--- src/rtl/bpu_pkg.sv ---
// bpu_pkg: counter encodings, saturating counter helpers, PHT index hash and BTB entry type
package bpu_pkg;
  localparam int unsigned MAX_WORD = 32;
  localparam logic [1:0] CTR_SNT = 2'b00;
  localparam logic [1:0] CTR_WNT = 2'b01;
  localparam logic [1:0] CTR_WT = 2'b10;
  localparam logic [1:0] CTR_ST = 2'b11;
  typedef struct packed {
    logic valid;
    logic [MAX_WORD-1:0] tag;
    logic [MAX_WORD-1:0] target;
  } btb_entry_t;
  function automatic logic [2:0] ctr_max(input int unsigned bits);
    return 3'((1 << bits) - 1);
  endfunction
  function automatic logic [2:0] ctr_wnt(input int unsigned bits);
    return 3'((1 << (bits - 1)) - 1);
  endfunction
  function automatic logic [2:0] ctr_inc(input logic [2:0] c, input int unsigned bits);
    return (c == ctr_max(bits)) ? c : c + 3'd1;
  endfunction
  function automatic logic [2:0] ctr_dec(input logic [2:0] c);
    return (c == 3'd0) ? c : c - 3'd1;
  endfunction
  // ghr arrives zero-padded, so only the low PHT bits of pc are mixed with history
  function automatic logic [31:0] pht_index(input logic [31:0] pc, input logic [31:0] ghr);
    return pc ^ ghr;
  endfunction
endpackage

--- src/rtl/bpu_pht.sv ---
// bpu_pht: array of saturating direction counters, one combinational read port and one update port
module bpu_pht import bpu_pkg::*; #(
  parameter int ENTRIES = 256,
  parameter int IDX_BITS = 8,
  parameter int CTR_BITS = 2
) (
  input  logic                clk,
  input  logic                reset_n,
  input  logic [IDX_BITS-1:0] rd_idx,
  output logic [CTR_BITS-1:0] rd_ctr,
  input  logic                wr_en,
  input  logic [IDX_BITS-1:0] wr_idx,
  input  logic                wr_taken
);
  logic [CTR_BITS-1:0] ctr [ENTRIES];
  logic [2:0] cur;
  logic [CTR_BITS-1:0] nxt;
  assign rd_ctr = ctr[rd_idx];
  assign cur = 3'(ctr[wr_idx]);
  assign nxt = CTR_BITS'(wr_taken ? ctr_inc(cur, CTR_BITS) : ctr_dec(cur));
  always_ff @(posedge clk or negedge reset_n)
    if (!reset_n)
      for (int i = 0; i < ENTRIES; i++) ctr[i] <= CTR_BITS'(ctr_wnt(CTR_BITS));
    else if (wr_en)
      ctr[wr_idx] <= nxt;
endmodule

--- src/rtl/gshare_btb_predictor.sv ---
// gshare_btb_predictor: direct-mapped BTB plus PHT direction predictor with global history.
// Define BPU_GSHARE_EN for gshare indexing; otherwise the PHT is bimodal and no GHR is built.
module gshare_btb_predictor import bpu_pkg::*; #(
  parameter int WORD_SIZE = 16,
  parameter int BTB_ENTRIES = 64,
  parameter int PHT_ENTRIES = 256,
  parameter int GHR_BITS = 8,
  parameter int CTR_BITS = 2
) (
  input  logic                 clk,
  input  logic                 reset_n,
  input  logic [WORD_SIZE-1:0] if_pc,
  output logic                 pred_taken,
  output logic [WORD_SIZE-1:0] pred_target,
  output logic                 pred_hit,
  input  logic                 upd_valid,
  input  logic [WORD_SIZE-1:0] upd_pc,
  input  logic                 upd_taken,
  input  logic [WORD_SIZE-1:0] upd_target,
  input  logic [GHR_BITS-1:0]  upd_ghr,
  output logic [GHR_BITS-1:0]  pred_ghr,
  input  logic                 upd_mispredict,
  output logic [15:0]          mispredict_count
);
  localparam int IDX_BITS = $clog2(BTB_ENTRIES);
  localparam int PHT_BITS = $clog2(PHT_ENTRIES);
  localparam int TAG_BITS = WORD_SIZE - IDX_BITS;
  logic [BTB_ENTRIES-1:0] valid;
  logic [TAG_BITS-1:0] tags [BTB_ENTRIES];
  logic [WORD_SIZE-1:0] targets [BTB_ENTRIES];
  logic [IDX_BITS-1:0] if_idx, upd_idx;
  logic [TAG_BITS-1:0] if_tag, upd_tag;
  logic [PHT_BITS-1:0] rd_pidx, wr_pidx;
  logic [CTR_BITS-1:0] rd_ctr;
  btb_entry_t hit_entry;
  logic unused;
  assign {if_tag, if_idx} = if_pc;
  assign {upd_tag, upd_idx} = upd_pc;
  assign hit_entry = '{valid: valid[if_idx], tag: MAX_WORD'(tags[if_idx]), target: MAX_WORD'(targets[if_idx])};
  assign pred_hit = hit_entry.valid && (hit_entry.tag == MAX_WORD'(if_tag));
  assign pred_taken = pred_hit && rd_ctr[CTR_BITS-1];
  assign pred_target = hit_entry.target[WORD_SIZE-1:0];
`ifdef BPU_GSHARE_EN
  logic [GHR_BITS-1:0] ghr;
  // history is only ever rebuilt from the resolved branch's snapshot, never speculatively
  always_ff @(posedge clk or negedge reset_n)
    if (!reset_n) ghr <= '0;
    else if (upd_valid) ghr <= {upd_ghr[GHR_BITS-2:0], upd_taken};
  assign rd_pidx = PHT_BITS'(pht_index(32'(if_pc), 32'(ghr)));
  assign wr_pidx = PHT_BITS'(pht_index(32'(upd_pc), 32'(upd_ghr)));
  assign pred_ghr = ghr;
  assign unused = ^hit_entry;
`else
  assign rd_pidx = PHT_BITS'(pht_index(32'(if_pc), 32'd0));
  assign wr_pidx = PHT_BITS'(pht_index(32'(upd_pc), 32'd0));
  assign pred_ghr = '0;
  assign unused = ^{hit_entry, upd_ghr};
`endif
  bpu_pht #(.ENTRIES(PHT_ENTRIES), .IDX_BITS(PHT_BITS), .CTR_BITS(CTR_BITS)) pht (
    .clk(clk),
    .reset_n(reset_n),
    .rd_idx(rd_pidx),
    .rd_ctr(rd_ctr),
    .wr_en(upd_valid),
    .wr_idx(wr_pidx),
    .wr_taken(upd_taken)
  );
  always_ff @(posedge clk or negedge reset_n)
    if (!reset_n) begin
      valid <= '0;
      mispredict_count <= '0;
    end else begin
      if (upd_valid && upd_taken) valid[upd_idx] <= 1'b1;
      if (upd_valid && upd_mispredict && mispredict_count != 16'hFFFF) mispredict_count <= mispredict_count + 16'd1;
    end
  // payload needs no reset: a cleared valid bit hides whatever it holds
  always_ff @(posedge clk)
    if (upd_valid && upd_taken) begin
      tags[upd_idx] <= upd_tag;
      targets[upd_idx] <= upd_target;
    end
endmodule
--- config.mk ---
export PLATFORM = sky130hd
export DESIGN_NAME = gshare_btb_predictor
export DESIGN_NICKNAME = d
export VERILOG_FILES = /design/src/rtl/bpu_pkg.sv /design/src/rtl/bpu_pht.sv /design/src/rtl/gshare_btb_predictor.sv
export SDC_FILE = /design/constraint.sdc
export NUM_CORES = 2
export LEC_CHECK = 0
export BUFFER_PORTS_ARGS = -buffer_cell sky130_fd_sc_hd__buf_2
export CAP_MARGIN = 40
export CELL_PAD_IN_SITES_DETAIL_PLACEMENT = 0
export CELL_PAD_IN_SITES_GLOBAL_PLACEMENT = 1
export CORE_ASPECT_RATIO = 1.75
export CORE_UTILIZATION = 58
export CTS_CLUSTER_DIAMETER = 30
export CTS_CLUSTER_SIZE = 10
export DETAILED_ROUTE_END_ITERATION = 8
export PLACE_DENSITY_LB_ADDON = 0.1
export SYNTH_ARGS = -nofsm -noshare
export SYNTH_HDL_FRONTEND = slang
export SYNTH_HIERARCHICAL = 1
export SYNTH_SLANG_ARGS = --single-unit
--- constraint.sdc ---
create_clock -name clk -period 12.2 [get_ports clk]
set_clock_uncertainty 0.15 [all_clocks]
set_input_delay 2.44 -clock clk [delete_from_list [all_inputs] [get_ports clk]]
set_output_delay 2.44 -clock clk [all_outputs]
set_load 0.01 [all_outputs]
== Word-level counts from Yosys, hierarchy flattened ==
Memory sizes are Yosys's and may differ from the RTL's.
Cells that the tools add are included.
Operators by class
  $add $sub $neg: 3
  multipliers: 0
  divide/modulo/power cells: 0
  order comparisons: 6
  eq/ne operators: 3
  shift operators: 0
  multiplexer cells: 18
  bitwise gates (word level): 3
  reduce and logical (&&, ||, !) cells: 8
Operators by type and width (number)
  bitwise mux 512 bit: 1
  bitwise OR 64 bit: 1
  binary-select mux 2 bit (select 8 bit): 2
  greater-or-equal comparator 9 bit (second input constant): 2
  NOT 8 -> 9 bit: 2
  adder 16 x 1 -> 16 bit (second input constant): 1
  demux 2 bit (select 8 bit): 1
  two-way mux 2 bit: 8
  inequality test 16 bit (second input constant): 1
  < comparator 6 x 7 -> 1 bit (second input constant): 2
  equality test 10 bit: 1
  < comparator 9 x 1 -> 1 bit (second input constant): 1
  logical AND 1 bit: 7
  binary-select mux 1 bit (select 6 bit): 1
  demux 1 bit (select 6 bit): 1
  greater-or-equal comparator 6 x 1 -> 1 bit (second input constant): 1
  two-way mux 1 bit: 4
  logical NOT 3 bit: 1
  adder 2 x 1 -> 2 bit (second input constant): 1
  equality test 2 bit (second input constant): 1
  subtractor 2 x 1 -> 2 bit (second input constant): 1
Storage, ports and cells
  register bits: 592
  latch bits: 0
  RAM bits: 1664
  memory bits (read-only): 0
  bits of input ports: 61
  output and inout bits: 42
  memories: 2
Memory list
  targets: depth 64, bits a word 16, rd ports 1, clocked after memory_dff 0, wr ports 1, line gshare_btb_predictor.sv:30  | logic [WORD_SIZE-1:0] targets [BTB_ENTRIES];
  tags: depth 64, bits a word 10, rd ports 1, clocked after memory_dff 0, wr ports 1, line gshare_btb_predictor.sv:29  | logic [TAG_BITS-1:0] tags [BTB_ENTRIES];

== Logic depth before layout (Yosys ltp) ==
  word-level depth: 8
  mapped depth: 15

== By module ==
Netlist, hierarchy kept.
By module, submodules not included
  gshare_btb_predictor: times used 1, cells each 2863, area each 66973.0 um^2, sequential area each 51969.8 um^2
  bpu_pht: times used 1, cells each 2513, area each 28424.8 um^2, sequential area each 13132.6 um^2

== Worst setup path before layout ==
Ideal clock, no wire load.
  path type: input-to-output
  from: input if_pc[0]
  to: output pred_taken
  data arrival time: 5.401 ns
  setup slack: 4.209 ns
  stages on the path: 7
  buffers on the path: 2
  cells stage by stage: buf_2 buf_1 mux4_2 mux4_2 mux4_2 mux4_2 and4bb_1
On the way
  cells in the longest elaborated chain, start to end: 5
  elaborated cells between the ends (all ways): 10
  classes of those cells: 1 x eq/ne; 5 x mux; 1 x bitwise; 2 x reduce/logical; 1 x memory
Ends and longest elaborated chain
  start, declared: line gshare_btb_predictor.sv:12  | input logic [WORD_SIZE-1:0] if_pc,
  NOT 8 -> 9 bit (not written as such): line bpu_pht.sv:18  | assign rd_ctr = ctr[rd_idx];
  binary-select mux 2 bit (select 8 bit): line bpu_pht.sv:18
  two-way mux 2 bit (not written as such) (2 in a row): line bpu_pht.sv:18
  via rd_ctr[1]: line gshare_btb_predictor.sv:34  | logic [CTR_BITS-1:0] rd_ctr;
  logical AND 1 bit: line gshare_btb_predictor.sv:41  | assign pred_taken = pred_hit && rd_ctr[CTR_BITS-1];
  end, declared: line gshare_btb_predictor.sv:13  | output logic pred_taken,
The timed path passes the listed nets, and every way through them passes these cells. The select of a mux whose other input is x is not followed.

== Worst setup path after layout ==
  from: input if_pc[0]
  to: output pred_hit
On the way
  cells in the longest elaborated chain, start to end: 3
  elaborated cells between the ends (all ways): 5
  classes of those cells: 1 x eq/ne; 2 x mux; 1 x reduce/logical; 1 x memory
Ends and longest elaborated chain
  memory (64 x 10 bit) / binary-select mux 1 bit (select 6 bit) (equally long branches)
  equality test 10 bit / two-way mux 1 bit (equally long branches): line gshare_btb_predictor.sv:40, gshare_btb_predictor.sv:39
  logical AND 1 bit *: line gshare_btb_predictor.sv:40  | assign pred_hit = hit_entry.valid && (hit_entry.tag == MAX_WORD'(if_tag));
  end, declared: line gshare_btb_predictor.sv:15  | output logic pred_hit,
Every way passes the cells marked *; elsewhere a longest branch is shown, timed or not. The select of a mux whose other input is x is not followed.

==> run metrics <==
outcome finished, final reports clean; Vias 51010; Worst-Skew Late Latency 830 ps; die area 162900 µm²; setup bufs post-CTS 0; WP data required 9610 ps; vias in the first global route 53480; Max Freq 107.8 MHz; Setup crit end pred_hit; final wirelength 262.7 mm; pwr/cell area 168.9 nW/µm²; crit path kind in -> out; gr ovfl total 0; unrepaired setup endpoints after global routing no; Layout area overhead 15.03%; largest net degree at the start of global routing 165; IO buf count 86; FF-to-FF path depth 9; Final GP Congestion 0.8426; Syn. warnings 6; worst-margin pin slew 1157 ps; drt initial violations 5035; Tcrit/Tclk final 76.01%; Reg-to-Reg Start pht/ctr[289]; Mapped Cells 5291; Initial Utilization 58.53%; Net count, final 5627; syn_area_per_cell 17.67 µm²; Reg clk slew, reported paths 50 ps; slowest stage delay, CP 720 ps; max-slew violations 0; Final Hold Vio Count 0; Post-Layout Cell Count 7815; maximum vdd ir drop 0.1301 mV; Cell Area, Synth 93480 µm²; Comb pwr share 5.9%; clock period minus worst slack 9273 ps; Crit-path slowest cell buf_4; # DRC 0; Reg2Reg Setup Slack 7310 ps; CP startpoint if_pc[0]; fill cell count 10680; Vias per Instance 6.527; pre-CTS WS 2811 ps; Hold Crit Start valid[52]; instance count on the critical path 12; CP Capture Type output pin; post-CTS resize count 0; CP top delay family buffers and inverters; Internal 0.01418 W; 1st-pass router iterations 5; die width 305.5 µm; clk sinks 2256; Top-Level Pins 103; Fin Setup TNS 0 ps; DIE HEIGHT 533.1 µm; leak pwr 36.56 nW; WP buf/inv 4; wire length per cell 33.62 µm; core area 159700 µm²; worst-path cell chain buf_8, buf_4, buf_4, mux4_2, mux2i_1, o21ai_0, o21ai_0, and3b_1, o21ai_1, nor4_2, nor3b_2, buf_2; r2r endpoint pht/ctr[293]; HP Class reg -> reg; initial antenna violation count 14; Final setup viols 0; maximum root-to-sink buffer count 4; global-route wire length before repair 375.0 mm; layout cells sized above 1 35.76%; DP Wirelength 152.7 mm; Root Buffer clkbuf_16; Setup crit start kind input pin; dpl cells 7301; CTS Hold Bufs 0; Flop pwr share 46.6%; total CTS buffers 318; slew margin rel. 22.85%; CP max FO 52; Arrival @ worst endpoint 6680 ps; htree depth 5; worst hold slack 307.7 ps; switching pwr 0.003979 W; clock network power share 47.5%; antenna-violating nets left 0; CTS tree done; Total GRT Usage 32.75%; Max-cap violations 0; row cnt 194; Sw Share 21.91%; Worst Slack Setup Final 2927 ps
worst min-delay path by stage:
stage                     cells after the start  slack [ps]        end
after floorplan                               1         280  valid[12]
after global placement                        1         290  valid[23]
after detailed placement                      1         300  valid[51]
after CTS                                     1         310  valid[52]
after global routing                          1         310  valid[47]
final                                         1         310  valid[52]
flip-flops by register name (all words and copies together) (netlist names):
signal	count
targets	1024
tags	640
pht/ctr	512
valid	64
mispredict_count	16
stage by stage:
stage	power, W	utilization (%)	cell area [µm²]
2_1_floorplan	0.009213	-	93510
3_3_place_gp	0.009625	60.56	96720
3_5_place_dp	0.009679	61.15	97660
4_1_cts	0.01826	67.31	107500
5_1_grt	0.01861	67.32	107500
6_report	0.01816	67.33	107500
cell type report:
type / count / area, µm² / area share, %
flip-flops and latches: 2256 / 65100 / 60.54
multi-input cells: 2691 / 27280 / 25.37
clock buffers: 391 / 8542 / 7.943
repair buffers: 291 / 2693 / 2.504
well taps: 2058 / 2575 / 2.394
clock inverters: 116 / 1304 / 1.212
inverters: 7 / 31.28 / 0.02909
diodes: 5 / 12.51 / 0.01163
power by group through the flow:
stage	clock network [W]	logic [W]	registers (W)
finish	0.00863	0.00107	0.00846
CTS	0.00872	0.00108	0.00846
global placement	0	0.00102	0.00860
global route	0.00902	0.00112	0.00847
floorplan	0	0.000622	0.00859
detailed placement	0	0.00107	0.00861
layout by cell type (no fill, tap or decap), types with 8 or more instances in the layout:
cell / instances
a21oi_1: 36
a221oi_1: 11
a22oi_1: 72
a31oi_1: 12
buf_12: 34
buf_16: 11
buf_2: 78
buf_4: 155
bufinv_16: 21
clkbuf_1: 51
clkbuf_16: 326
clkbuf_8: 14
clkinv_1: 15
clkinv_2: 36
clkinv_4: 13
clkinvlp_4: 14
conb_1: 8
dfrtp_1: 336
dfstp_2: 256
edfxtp_1: 1664
inv_6: 11
mux2i_1: 95
mux4_2: 699
nand2_1: 832
nand2b_1: 10
nand3_1: 38
nand4_1: 12
nor2_1: 24
nor2_4: 69
nor2b_1: 29
nor3_1: 10
nor3_2: 8
nor4_1: 9
o21ai_0: 276
o21ai_1: 48
o21ai_2: 200
or2_2: 65
xnor2_1: 13
xor2_1: 10
metal layers:
| layer | global-route usage, % | share of wire, % | up-vias |
|---|---|---|---|
| met5 | 0 | 0.032 | - |
| li1 | - | - | 21390 |
| met4 | 20.36 | 7.0 | 12 |
| met2 | 57.54 | 53 | 2156 |
| met1 | 37.58 | 34 | 26800 |
| met3 | 5.062 | 6.2 | 651 |
worst reg2reg max path: cells and delay by family, from the launching register on:
kind	cells	cell delay, ps
AND/OR/NAND/NOR	2	980
multiplexers	1	470
adder cells (fa/ha/maj)	1	790
AO/OA/AOI/OAI	4	1140
buffers and inverters	1	790
flip-flops	1	390
Power figures use the tool's default switching activity.
